<file path="config.mk">
export PLATFORM = sky130hd
export DESIGN_NAME = nibble_word_assembler_flat
export DESIGN_NICKNAME = d
export VERILOG_FILES = /design/src/rtl/nibble_word_assembler_pkg.sv /design/src/rtl/nibble_word_assembler_if.sv /design/src/rtl/nibble_word_assembler_nibble_demux.sv /design/src/rtl/nibble_word_assembler.sv /design/src/flat_wrapper.sv
export SDC_FILE = /design/constraint.sdc
export NUM_CORES = 1
export LEC_CHECK = 0
export CAP_MARGIN = 20
export CORE_AREA = 5 5 98 100
export DETAILED_ROUTE_END_ITERATION = 12
export DIE_AREA = 0 0 103 105
export PLACE_DENSITY_LB_ADDON = 0.1
export REMOVE_ABC_BUFFERS = 1
export SYNTH_ARGS = -nofsm -noshare
export SYNTH_HDL_FRONTEND = slang
export SYNTH_SLANG_ARGS = --single-unit
</file>
<file path="constraint.sdc">
create_clock -name clk -period 2.6 [get_ports clk]
set_input_delay 0.26 -clock clk [delete_from_list [all_inputs] [get_ports clk]]
set_output_delay 0.26 -clock clk [all_outputs]
set_load 0.1 [all_outputs]
</file>
<file path="src/rtl/nibble_word_assembler_pkg.sv">
// Shared types and constants for the nibble-serial to word-parallel assembler.
package nibble_word_assembler_pkg;

    localparam int NIBBLE_W         = 4;
    localparam int CNT_SIZE_DEFAULT = 3;

    typedef enum logic [1:0] {
        IDLE,
        FILL,
        FULL
    } asm_state_t;

endpackage

</file>
<file path="src/rtl/nibble_word_assembler_if.sv">
// Nibble-in / word-out handshake bundle; slave is the assembler, master the environment.
interface nibble_word_assembler_if
    import nibble_word_assembler_pkg::*;
#(
    parameter int CNT_SIZE = CNT_SIZE_DEFAULT
) ();

    localparam int WORD_W = NIBBLE_W * (2 ** CNT_SIZE);

    logic                nib_valid;
    logic                nib_ready;
    logic [NIBBLE_W-1:0] nib_data;
    logic                msb_first;
    logic [CNT_SIZE-1:0] len;
    logic                word_valid;
    logic                word_ready;
    logic [WORD_W-1:0]   word;
    logic                busy;

    modport slave (
        input  nib_valid, nib_data, msb_first, len, word_ready,
        output nib_ready, word_valid, word, busy
    );

    modport master (
        output nib_valid, nib_data, msb_first, len, word_ready,
        input  nib_ready, word_valid, word, busy
    );

endinterface

</file>
<file path="src/rtl/nibble_word_assembler_nibble_demux.sv">
// Replaces one nibble of a word, selected by index; all other nibbles pass through.
module nibble_demux
    import nibble_word_assembler_pkg::*;
#(
    parameter int SEL_W  = CNT_SIZE_DEFAULT,
    parameter int WORD_W = NIBBLE_W * (2 ** SEL_W)
) (
    input  logic [WORD_W-1:0]   word_i,
    input  logic [SEL_W-1:0]    sel_i,
    input  logic [NIBBLE_W-1:0] nib_i,
    output logic [WORD_W-1:0]   word_o
);

    // NOTE: default the whole output first so the partial write cannot infer a latch.
    always_comb begin
        word_o = word_i;
        word_o[int'(sel_i) * NIBBLE_W +: NIBBLE_W] = nib_i;
    end

endmodule

</file>
<file path="src/rtl/nibble_word_assembler.sv">
// Assembles LSB- or MSB-first nibble streams of 1..2**CNT_SIZE nibbles into one word,
// with a one-word output register so a new word can fill while the previous one waits.
module nibble_word_assembler
    import nibble_word_assembler_pkg::*;
#(
    parameter int CNT_SIZE = CNT_SIZE_DEFAULT
) (
    input  logic                     clk,
    input  logic                     rst,
    nibble_word_assembler_if.slave   bus
);

    localparam int WORD_W = NIBBLE_W * (2 ** CNT_SIZE);
    localparam logic [CNT_SIZE-1:0] IDX_ONE = CNT_SIZE'(1);

    asm_state_t          state_q, state_d;
    logic [CNT_SIZE-1:0] idx_q, idx_d;
    logic [CNT_SIZE-1:0] len_q, len_d;
    logic                msb_q, msb_d;
    logic [WORD_W-1:0]   asm_q, asm_d;
    logic [WORD_W-1:0]   word_q, word_d;
    logic                word_valid_q, word_valid_d;

    logic                nib_fire;
    logic                word_fire;
    logic [CNT_SIZE-1:0] cur_idx;
    logic [CNT_SIZE-1:0] cur_len;
    logic                cur_msb;
    logic [WORD_W-1:0]   asm_base;
    logic [WORD_W-1:0]   asm_wr;
    logic                is_last;

    assign bus.nib_ready  = !rst && (state_q != FULL);
    assign bus.word_valid = word_valid_q;
    assign bus.word       = word_q;
    assign bus.busy       = (state_q != IDLE);

    assign nib_fire  = bus.nib_valid && bus.nib_ready;
    assign word_fire = word_valid_q && bus.word_ready;

    // A word start takes order/length straight from the bus; later nibbles use the latched copy.
    assign cur_msb  = (state_q == IDLE) ? bus.msb_first : msb_q;
    assign cur_len  = (state_q == IDLE) ? bus.len : len_q;
    assign cur_idx  = (state_q == IDLE) ? (bus.msb_first ? bus.len : '0) : idx_q;
    assign asm_base = (state_q == IDLE) ? '0 : asm_q;
    assign is_last  = cur_msb ? (cur_idx == '0) : (cur_idx == cur_len);

    nibble_demux #(
        .SEL_W  (CNT_SIZE),
        .WORD_W (WORD_W)
    ) u_demux (
        .word_i (asm_base),
        .sel_i  (cur_idx),
        .nib_i  (bus.nib_data),
        .word_o (asm_wr)
    );

    always_comb begin
        state_d      = state_q;
        idx_d        = idx_q;
        len_d        = len_q;
        msb_d        = msb_q;
        asm_d        = asm_q;
        word_d       = word_q;
        word_valid_d = word_fire ? 1'b0 : word_valid_q;

        case (state_q)
            IDLE, FILL: begin
                if (nib_fire) begin
                    msb_d = cur_msb;
                    len_d = cur_len;
                    asm_d = asm_wr;
                    if (is_last) begin
                        // Output register is free now, or frees on this very edge.
                        if (!word_valid_q || word_fire) begin
                            word_d       = asm_wr;
                            word_valid_d = 1'b1;
                            state_d      = IDLE;
                        end else begin
                            state_d = FULL;
                        end
                    end else begin
                        idx_d   = cur_msb ? (cur_idx - IDX_ONE) : (cur_idx + IDX_ONE);
                        state_d = FILL;
                    end
                end
            end
            FULL: begin
                if (word_fire) begin
                    word_d       = asm_q;
                    word_valid_d = 1'b1;
                    state_d      = IDLE;
                end
            end
            default: state_d = IDLE;
        endcase
    end

    // NOTE: sequential state uses non-blocking assignments so every register samples pre-edge values.
    always_ff @(posedge clk) begin
        if (rst) begin
            state_q      <= IDLE;
            idx_q        <= '0;
            len_q        <= '0;
            msb_q        <= 1'b0;
            asm_q        <= '0;
            word_q       <= '0;
            word_valid_q <= 1'b0;
        end else begin
            state_q      <= state_d;
            idx_q        <= idx_d;
            len_q        <= len_d;
            msb_q        <= msb_d;
            asm_q        <= asm_d;
            word_q       <= word_d;
            word_valid_q <= word_valid_d;
        end
    end

endmodule

</file>
<file path="src/flat_wrapper.sv">
// flat-port wrapper written by rule: the top's interface ports become plain ports
module nibble_word_assembler_flat import nibble_word_assembler_pkg::*;
#(
    parameter int CNT_SIZE = CNT_SIZE_DEFAULT
)
  (clk, rst, bus_nib_valid, bus_nib_data, bus_msb_first, bus_len, bus_word_ready, bus_nib_ready, bus_word_valid, bus_word, bus_busy);
  nibble_word_assembler_if #(.CNT_SIZE(CNT_SIZE)) bus_i ();
  input  logic clk;
  input  logic rst;
  input wire logic [$bits(bus_i.nib_valid)-1:0] bus_nib_valid;
  input wire logic [$bits(bus_i.nib_data)-1:0] bus_nib_data;
  input wire logic [$bits(bus_i.msb_first)-1:0] bus_msb_first;
  input wire logic [$bits(bus_i.len)-1:0] bus_len;
  input wire logic [$bits(bus_i.word_ready)-1:0] bus_word_ready;
  output wire logic [$bits(bus_i.nib_ready)-1:0] bus_nib_ready;
  output wire logic [$bits(bus_i.word_valid)-1:0] bus_word_valid;
  output wire logic [$bits(bus_i.word)-1:0] bus_word;
  output wire logic [$bits(bus_i.busy)-1:0] bus_busy;
  assign bus_i.nib_valid = bus_nib_valid;
  assign bus_i.nib_data = bus_nib_data;
  assign bus_i.msb_first = bus_msb_first;
  assign bus_i.len = bus_len;
  assign bus_i.word_ready = bus_word_ready;
  assign bus_nib_ready = bus_i.nib_ready;
  assign bus_word_valid = bus_i.word_valid;
  assign bus_word = bus_i.word;
  assign bus_busy = bus_i.busy;
  nibble_word_assembler #(.CNT_SIZE(CNT_SIZE)) u_core (.clk(clk), .rst(rst), .bus(bus_i));
endmodule
</file>
Yosys cells after proc, flatten, opt, wreduce, memory -nomap -nowiden
Cells that the tools add are included.
{"block": "word_totals", "register_bits": 74, "in_bits": 12}
{"block": "op_classes", "reduce_logical": 15, "addsub": 3, "n_mux": 24, "n_eq_ne": 8, "shifts": 2, "bitwise_logic": 1}
{"operator": "2-to-1 mux 32 bit", "n": 5}
{"operator": "one-hot mux 32 bit (2 select lines)", "n": 1}
{"operator": "negator 5 -> 33 bit", "n": 1}
{"operator": "variable shift 4 x 33 -> 32 bit, first input constant", "n": 1}
{"operator": "variable part select 4 x 33 -> 32 bit", "n": 1}
{"operator": "bitwise mux 32 bit", "n": 1}
{"operator": "2-to-1 mux 3 bit", "n": 4}
{"operator": "2-to-1 mux 2 bit", "n": 4}
{"operator": "!= test 2 x 1 -> 1 bit, second input constant", "n": 4}
{"operator": "2-to-1 mux 1 bit", "n": 7}
{"operator": "AND reduction 5 bit", "n": 1}
{"operator": "one-hot mux 2 bit (2 select lines)", "n": 1}
{"operator": "AND reduction 2 bit", "n": 2}
{"operator": "nonzero test 2 bit", "n": 2}
{"operator": "adder 3 x 1 -> 3 bit, second input constant", "n": 1}
{"operator": "equality test 3 bit", "n": 1}
{"operator": "logical AND 1 bit", "n": 3}
{"operator": "zero test 3 bit", "n": 1}
{"operator": "AND reduction 3 bit", "n": 1}
{"operator": "subtractor 3 x 1 -> 3 bit, second input constant", "n": 1}
{"operator": "equality test 2 x 1 -> 1 bit, second input constant", "n": 1}
{"operator": "equality test 2 bit, second input constant", "n": 1}
{"operator": "zero test 1 bit", "n": 2}
{"operator": "zero test 2 bit", "n": 1}
{"operator": "other kinds (5)", "n": 5}

Longest topological paths before layout
Gate-level depths: netlist (run 1).
{"block": "logic_depth", "word_depth": 9, "mapped_depth": 14, "ltp_nobuf": 10}

Hierarchy
Synthesis (run 1) repeated with hierarchy kept, for this count alone.
{"block": "hier_totals", "hier_cells": 466, "area_unflattened_um2": 4214.0}
{"mod": "nibble_word_assembler", "n_inst": 1, "cells_each": 409, "area_per_inst_um2": 3663.5}
{"mod": "nibble_demux", "n_inst": 1, "cells_each": 57, "area_per_inst_um2": 550.5}

Worst setup path after synthesis (run 1)
No wires, ideal clock.
{"block": "synth_timing", "path_type": "register -> register", "startpoint": "reg u_core.state_q[1]", "endpoint": "reg u_core.word_q[26], in the netlist u_core.bus.word[26]", "setup_time_ns": 0.081, "required_ns": 2.519, "path_slack_ns": -0.237, "period_less_slack_ns": 2.837, "path_stages_with_launch": 12, "t_arrival_ns": 2.756, "cell_sequence": "dfxtp_1 > buf_4 > buf_2 > o21ai_1 > nand2_1 > inv_2 > ha_1 > ha_1 > nand2b_1 > a211oi_1 > a32oi_1 > a211oi_2"}
{"block": "synth_via", "elab_chain_len": 9, "elab_cells_between_ends": 28}
{"element": "from (decl)", "line": "nibble_word_assembler.sv:16", "text": "asm_state_t state_q, state_d;"}
{"element": "from (signal assigned)", "line": "nibble_word_assembler.sv:110", "text": "state_q <= state_d;"}
{"element": "zero test 2 bit"}
{"element": "2-to-1 mux 3 bit", "line": "nibble_word_assembler.sv:44", "text": "assign cur_idx = (state_q == IDLE) ? (bus.msb_first ? bus.len : '0) : idx_q;"}
{"element": "negator 5 -> 33 bit", "line": "nibble_word_assembler_nibble_demux.sv:17", "text": "word_o[int'(sel_i) * NIBBLE_W +: NIBBLE_W] = nib_i;"}
{"element": "variable part select 4 x 33 -> 32 bit / variable shift 4 x 33 -> 32 bit (equally long branches)", "line": "nibble_word_assembler_nibble_demux.sv:17"}
{"element": "bitwise mux 32 bit", "line": "nibble_word_assembler_nibble_demux.sv:17"}
{"element": "2-to-1 mux 32 bit", "line": "nibble_word_assembler.sv:75", "text": "if (!word_valid_q || word_fire) begin"}
{"element": "2-to-1 mux 32 bit", "line": "nibble_word_assembler.sv:73", "text": "if (is_last) begin"}
{"element": "2-to-1 mux 32 bit", "line": "nibble_word_assembler.sv:69", "text": "if (nib_fire) begin"}
{"element": "one-hot mux 32 bit (2 select lines)", "line": "nibble_word_assembler.sv:67", "text": "case (state_q)"}
{"element": "to (signal assigned)", "line": "nibble_word_assembler.sv:115", "text": "word_q <= word_d;"}
{"element": "to (decl)", "line": "nibble_word_assembler.sv:21", "text": "logic [WORD_W-1:0] word_q, word_d;"}
Several ways; a longest one is shown, not always the timed one. The select of a mux whose other input is x is not followed.
A chain may end at the register's enable or synchronous reset.

Worst setup path after layout (run 1)
{"block": "layout_timing", "startpoint": "reg u_core.state_q[1]", "endpoint": "reg u_core.word_q[16], in the netlist u_core.bus.word[16]"}
The elaborated chain is that of the path after synthesis.

==> results of run 1 <==
-- area by class of cell --
cell class              count  area share [%]
clock buffers               9            2.49
clock inverters             6            1.76
inverters                  14            1.06
multi-input cells         299            43.8
flip-flops and latches     74            29.8
well taps                 108            2.71
repair buffers            115            18.3
-- what timing repair did --
action	4_1_cts	5_1_grt
pin swaps	0	1
gates resized for setup	2	20
setup buffers	0	0
endpoints found under the setup margin	12	46
-- routing by layer --
metal / track usage [%] / routed length, um / vias up
li1: - / - / 1806
met4: 6.20 / 122 / 0
met3: 3.00 / 481 / 11
met2: 33.2 / 5340 / 87
met1: 31.6 / 5560 / 1799
met5: 0 / 0 / -
-- final timing paths --
path,end,from
hold reg to reg,u_core.asm_q[14],u_core.asm_q[14]
setup / recovery,u_core.bus.word[16],u_core.state_q[1]
hold / removal,u_core.state_q[1],rst
setup reg to reg,u_core.bus.word[16],u_core.state_q[1]
-- placed cells by master, fill, tap and decap left out, drive strengths merged, types with 7 or more instances in the layout --
cell / Yosys / final
a211oi: 31 / 31
a21oi: 53 / 53
a22oi: 23 / 23
a32o: 7 / 7
a32oi: 12 / 12
buf: 12 / 105
clkbuf: 21 / 9
clkdlybuf4s50: 0 / 9
dfxtp: 74 / 74
inv: 14 / 16
nand2: 22 / 22
nand4: 15 / 15
nor2: 28 / 28
nor2b: 8 / 8
nor3: 7 / 7
o21ai: 18 / 18
-- registers in the layout (all words and copies together), names as in the netlist --
register and cells:
u_core.asm_q 32, u_core.bus.word 32, u_core.bus.word_valid 1, u_core.idx_q 3, u_core.len_q 3, u_core.msb_q 1
u_core.state_q 2
-- worst reg2reg max path: stages (launching register included) --
cell and delay (ns):
dfxtp_2 0.38, nand4bb_1 0.21, nand2_1 0.13, inv_1 0.07, ha_1 0.22, buf_4 0.17, inv_1 0.10, o22ai_2 0.08
or4_4 0.50, and2_4 0.17, buf_12 0.16, a311oi_2 0.24
-- stage by stage --
step,cells,setup TNS [ns],hold WS [ns]
finish,625,0,0.246
CTS,625,0,0.241
detailed placement,610,-12.60,0.450
floorplan,387,-64.12,0.325
global route,625,-0.0245,0.266
global placement,610,-9.95,0.440
-- cells by family (layout without fill, tap and decap cells) --
kind of cell / count (synthesis) / in the layout / share of synthesized area [%]
AO/OA/AOI/OAI: 178 / 178 / 36.2
XOR/XNOR: 4 / 4 / 1.32
adder cells (fa/ha/maj): 3 / 3 / 1.19
buffers and inverters: 47 / 144 / 5.61
flip-flops: 74 / 74 / 39.1
multiplexers: 5 / 5 / 1.32
AND/OR/NAND/NOR: 109 / 109 / 15.3
-- power by group through the flow --
stage | combinational, mW | sequential, mW | clock [mW]
6_report | 1.19 | 1.22 | 0.986
2_1_floorplan | 0.422 | 1.52 | 0
5_1_grt | 1.26 | 1.23 | 1.06
3_5_place_dp | 1.14 | 1.24 | 0
4_1_cts | 1.14 | 1.22 | 1.01
3_3_place_gp | 1.13 | 1.24 | 0
==> qor.yml, run 1 <==
run_status:
  outcome: "completed"
worst_setup_path:
  crit_chain: "nand4bb_1 > nand2_1 > inv_1 > ha_1 > buf_4 > inv_1 > o22ai_2 > or4_4 > and2_4 > buf_12 > a311oi_2"
  cpLargestDelayFamily: "simple AND/OR/NAND/NOR gates"
  required_ns: 2.86
  r2r_setup_slack_ns: 0.09
  crit_cells: 11
  crit_fanout: 23
  ff2ff_path_depth: 11
  start_kind: "flip-flop"
  cp.arrival_ns: 2.77
  crit_top_cell: "inv_1"
  cp_slowest_cell: "or4_4"
  critPathMaxStageDelay_ns: 0.50
  timing_worst_setup_path_type: "flip-flop to flip-flop"
  cp-end-kind: "flip-flop"
  crit_buf_inv: 4
timing:
  slew_violations: 0
  max_slew.worst_pin.slew_ns: 0.449
  max_freq_mhz: 398
  fin_crit_ns: 2.51
  setup_ws_ns: 0.0871
  hold_violations: 0
  setup_violations: 0
  finClkSkew_ns: 0.0141
  min_period_over_period_pct: 96.6
  slew_headroom_pct: 69.8
final_layout:
  stdcell_area_mm2: 0.00498
  fillers: 799
  diodes: 0
  area_delta_synth_final_pct: 31.3
  final_nets: 528
  multi_input_area_mm2: 0.00218
  seq_area_mm2: 0.00148
  drive_gt1_share_pct: 33.7
  finalCoreUtilization_pct: 57.9
logic_synthesis:
  synthesis.area_mm2: 0.00379
  synth_edf_count: 0
  yosysTopAreaCell: "dfxtp_1"
  ys_ff_latch: 74
  synth_most_common_cell: "dfxtp_1"
  yosys_warnings: 0
  avgSynthCellArea_um2: 9.03
  synth_seq_area_share_pct: 39.1
  synthTopCellsByArea: "dfxtp_1, a211oi_2, a21oi_1, a22oi_1, a32oi_1"
  synth_top_area_share_pct: 39.1
  ys.flop_type: "dfxtp_1"
  ys_async_sr_fraction_pct: 0
  synth_common_cells: "dfxtp_1, a21oi_1, a211oi_2, nor2_1, a22oi_1"
  ys_types: 53
  syn_inst: 420
clock_tree:
  clkSinkCount: 74
  root_buffer: "clkbuf_8"
  holdBufCountCts: 0
  clk_latency_ns: 0.35
  tritoncts: "yes"
  htreeDepth: 3
  numCtsBuffers: 9
  clockBufferDepth: 2
  clkTransAtPathRegs_ns: 0.08
routing:
  wire_per_inst_um: 18.4
  drc: 0
  via_count: 3703
  postRouteAntennaNets: 0
  drt_pass1_iterations: 5
  drt_wl_total_um: 11500
  vias_per_cell: 5.92
  drt_iter0_drc: 195
floorplanning:
  fp.dieH_um: 105
  num_rows: 34
  core_mm2: 0.00859
  fp.dieArea_mm2: 0.0108
  num_io_pins: 47
  dieWidth_um: 103
  start_util_pct: 44.1
place:
  dp_slack_ns: -0.350
  routabilityCongestion: 0.978
  numPortBuffers: 46
  dpl.hpwl_um: 8270
  place_area_mm2: 0.00468
run:
  drv_cap: 0
pwr:
  powerDensity_mw_per_mm2: 681
  clkPwrFrac_pct: 29.1
  power_frac_comb_pct: 35.0
  p_int_mw: 2.12
  seqPwrFrac_pct: 35.9
  leakage_nw: 1.84
  switching_share_pct: 37.4
  p_total_mw: 3.39
  vdd_drop_max_mv: 0.323
  p_sw_mw: 1.27
global_routing:
  grt_max_degree: 71
  antenna_found_initial: 0
  grt_overflow: 0
  grt_usage_pct: 21.7
  grt_pass1_wl_um: 18700
  grt_pass1_vias: 3619
hold_path:
  min-delay-path-class: "primary input to flip-flop"
  min_path_cells: 2
Power figures use the tool's default switching activity.
==> inputs of run 2 (changes only) <==
- GPL_TIMING_DRIVEN: unset -> 0
==> qor.yml, run 2 (same netlist as run 1, synthesis figures left out) <==
clock_tree:
  clockBufferDepth: 2
  root_buffer: "clkbuf_8"
  tritoncts: "yes"
  clkTransAtPathRegs_ns: 0.08
  clkSinkCount: 74
  clk_latency_ns: 0.36
  htreeDepth: 3
  numCtsBuffers: 9
routing:
  drc: 0
  drt_wl_total_um: 13200
  drt_pass1_iterations: 5
  vias_per_cell: 6.53
  wire_per_inst_um: 22.3
  postRouteAntennaNets: 0
  via_count: 3864
  drt_iter0_drc: 411
final_layout:
  stdcell_area_mm2: 0.00512
  multi_input_area_mm2: 0.00246
  area_delta_synth_final_pct: 34.9
  final_nets: 495
  drive_gt1_share_pct: 27.7
  fillers: 753
  seq_area_mm2: 0.00149
  final_common_cell: "dfxtp_1"
  finalCoreUtilization_pct: 59.5
  diodes: 0
  layout_common_cells: "dfxtp_1, clkdlybuf4s50_1, a21oi_1"
  fin_cells: 592
pwr:
  vdd_drop_max_mv: 0.367
  power_frac_comb_pct: 34.2
  p_total_mw: 3.66
  leakage_nw: 1.63
  switching_share_pct: 36.8
  p_int_mw: 2.32
  powerDensity_mw_per_mm2: 716
  p_sw_mw: 1.35
  clkPwrFrac_pct: 31.9
  seqPwrFrac_pct: 33.9
run:
  drv_cap: 0
timing:
  rsz0062_at_grt: "yes"
  hold_violations: 0
  min_period_over_period_pct: 100
  fin_tns_setup_ns: -0.0125
  worst_hold_slack_ns: 0.456
  slew_violations: 0
  fin_crit_ns: 2.61
  setup_ws_ns: -0.0125
  max_freq_mhz: 383
  max_slew.worst_pin.slew_ns: 1.02
  finClkSkew_ns: 0.00861
  setup_violations: 1
  slew_headroom_pct: 32.0
worst_setup_path:
  cp-end-kind: "flip-flop"
  crit_end: "u_core.bus.word[3]"
  r2r_start: "u_core.state_q[1]"
  timing_worst_setup_path_type: "flip-flop to flip-flop"
  startpoint: "u_core.state_q[1]"
  required_ns: 2.87
  timing.rr.end: "u_core.bus.word[3]"
  crit_fanout: 7
  r2r_setup_slack_ns: -0.01
  ff2ff_path_depth: 11
  start_kind: "flip-flop"
  cp.arrival_ns: 2.88
place:
  dpl.hpwl_um: 7030
  placed_cells: 542
  routabilityCongestion: 0.912
  dp_slack_ns: -1.68
  numPortBuffers: 46
  place_area_mm2: 0.00426
floorplanning:
  fp.dieArea_mm2: 0.0108
  dieWidth_um: 103
  core_mm2: 0.00859
  num_io_pins: 47
  start_util_pct: 44.1
  num_rows: 34
  fp.dieH_um: 105
run_status:
  outcome: "finished with violations"
  violations: "setup timing"
global_routing:
  grt_max_degree: 77
  grtUsageMet2_pct: 35.9
  grt_pass1_vias: 3694
  grt.met3_usage_pct: 4.73
  antenna_found_initial: 0
  grt_pass1_wl_um: 20200
  gr-max-usage-layer: "met2"
  grt_usage_pct: 23.8
  met1_usage_pct: 33.4
  grt_overflow: 0
hold_path:
  worstHoldStart: "u_core.asm_q[14]"
  min-delay-path-class: "flip-flop to flip-flop"
  min_path_cells: 2
-- run 2: cell count changes in the layout (fill, tap and decap cells not counted), sizes merged --
cell,delta
or4,+2
a21oi,+1
clkdlybuf4s50,+33
clkbuf,+1
and2,+3
buf,-76
dlymetal6s2s,-1
nor3b,+1
inv,-3
bufinv,+2
dlygate4sd2,+3
clkinvlp,+1
-- run 2: what timing repair did --
item | CTS | global route
hold buffers | 0 | 0
resized for setup | 53 | 26
gates cloned | 6 | 3
setup buffers | 17 | 9
pin swaps | 8 | 5
endpoints found under the setup margin | 72 | 60
-- run 2: power by group through the flow --
| stage | combinational [mW] | clock, mW | sequential, mW |
|---|---|---|---|
| after floorplan | 0.422 | 0 | 1.52 |
| after global placement | 0.948 | 0 | 1.26 |
| after detailed placement | 0.964 | 0 | 1.26 |
| after CTS | 1.12 | 1.18 | 1.23 |
| after global routing | 1.30 | 1.23 | 1.25 |
| final | 1.25 | 1.17 | 1.24 |
-- run 2: routing by layer --
layer	up-vias	wire length [um]	part of all wire, %
li1	1750	-	-
met1	1839	5580	42
met2	211	6050	46
met3	64	1050	7.9
met4	0	535	4.0
met5	-	0	0
-- run 2: layout make-up --
class,instances,share of cell area [%]
multi-input cells,306,48.1
flip-flops and latches,74,29.2
repair buffers,75,14.1
well taps,108,2.64
clock inverters,6,2.54
clock buffers,9,2.42
inverters,14,1.10
-- run 2: worst min-delay path by stage --
stage,end,slack (ns)
final,u_core.asm_q[14],0.46
after global routing,u_core.state_q[1],0.48
after CTS,u_core.asm_q[14],0.46
after detailed placement,u_core.asm_q[14],0.45
after global placement,u_core.asm_q[29],0.44
after floorplan,u_core.bus.word[0],0.32
-- run 2: critical path, stage by stage (launching register included) --
cell and delay, ns:
dfxtp_4 0.41, nand4bb_4 0.28, nand2_4 0.12, inv_2 0.07, ha_4 0.19, ha_4 0.27
buf_4 0.15, nor2_4 0.10, o2111a_2 0.27, and4_4 0.27, a32oi_1 0.14, a211oi_2 0.25
==> inputs of run 3 (changes only) <==
- CTS_CLUSTER_SIZE: unset -> 30
==> results of run 3 <==
No change in the layout: final DEF, timing and power equal those of run 2.
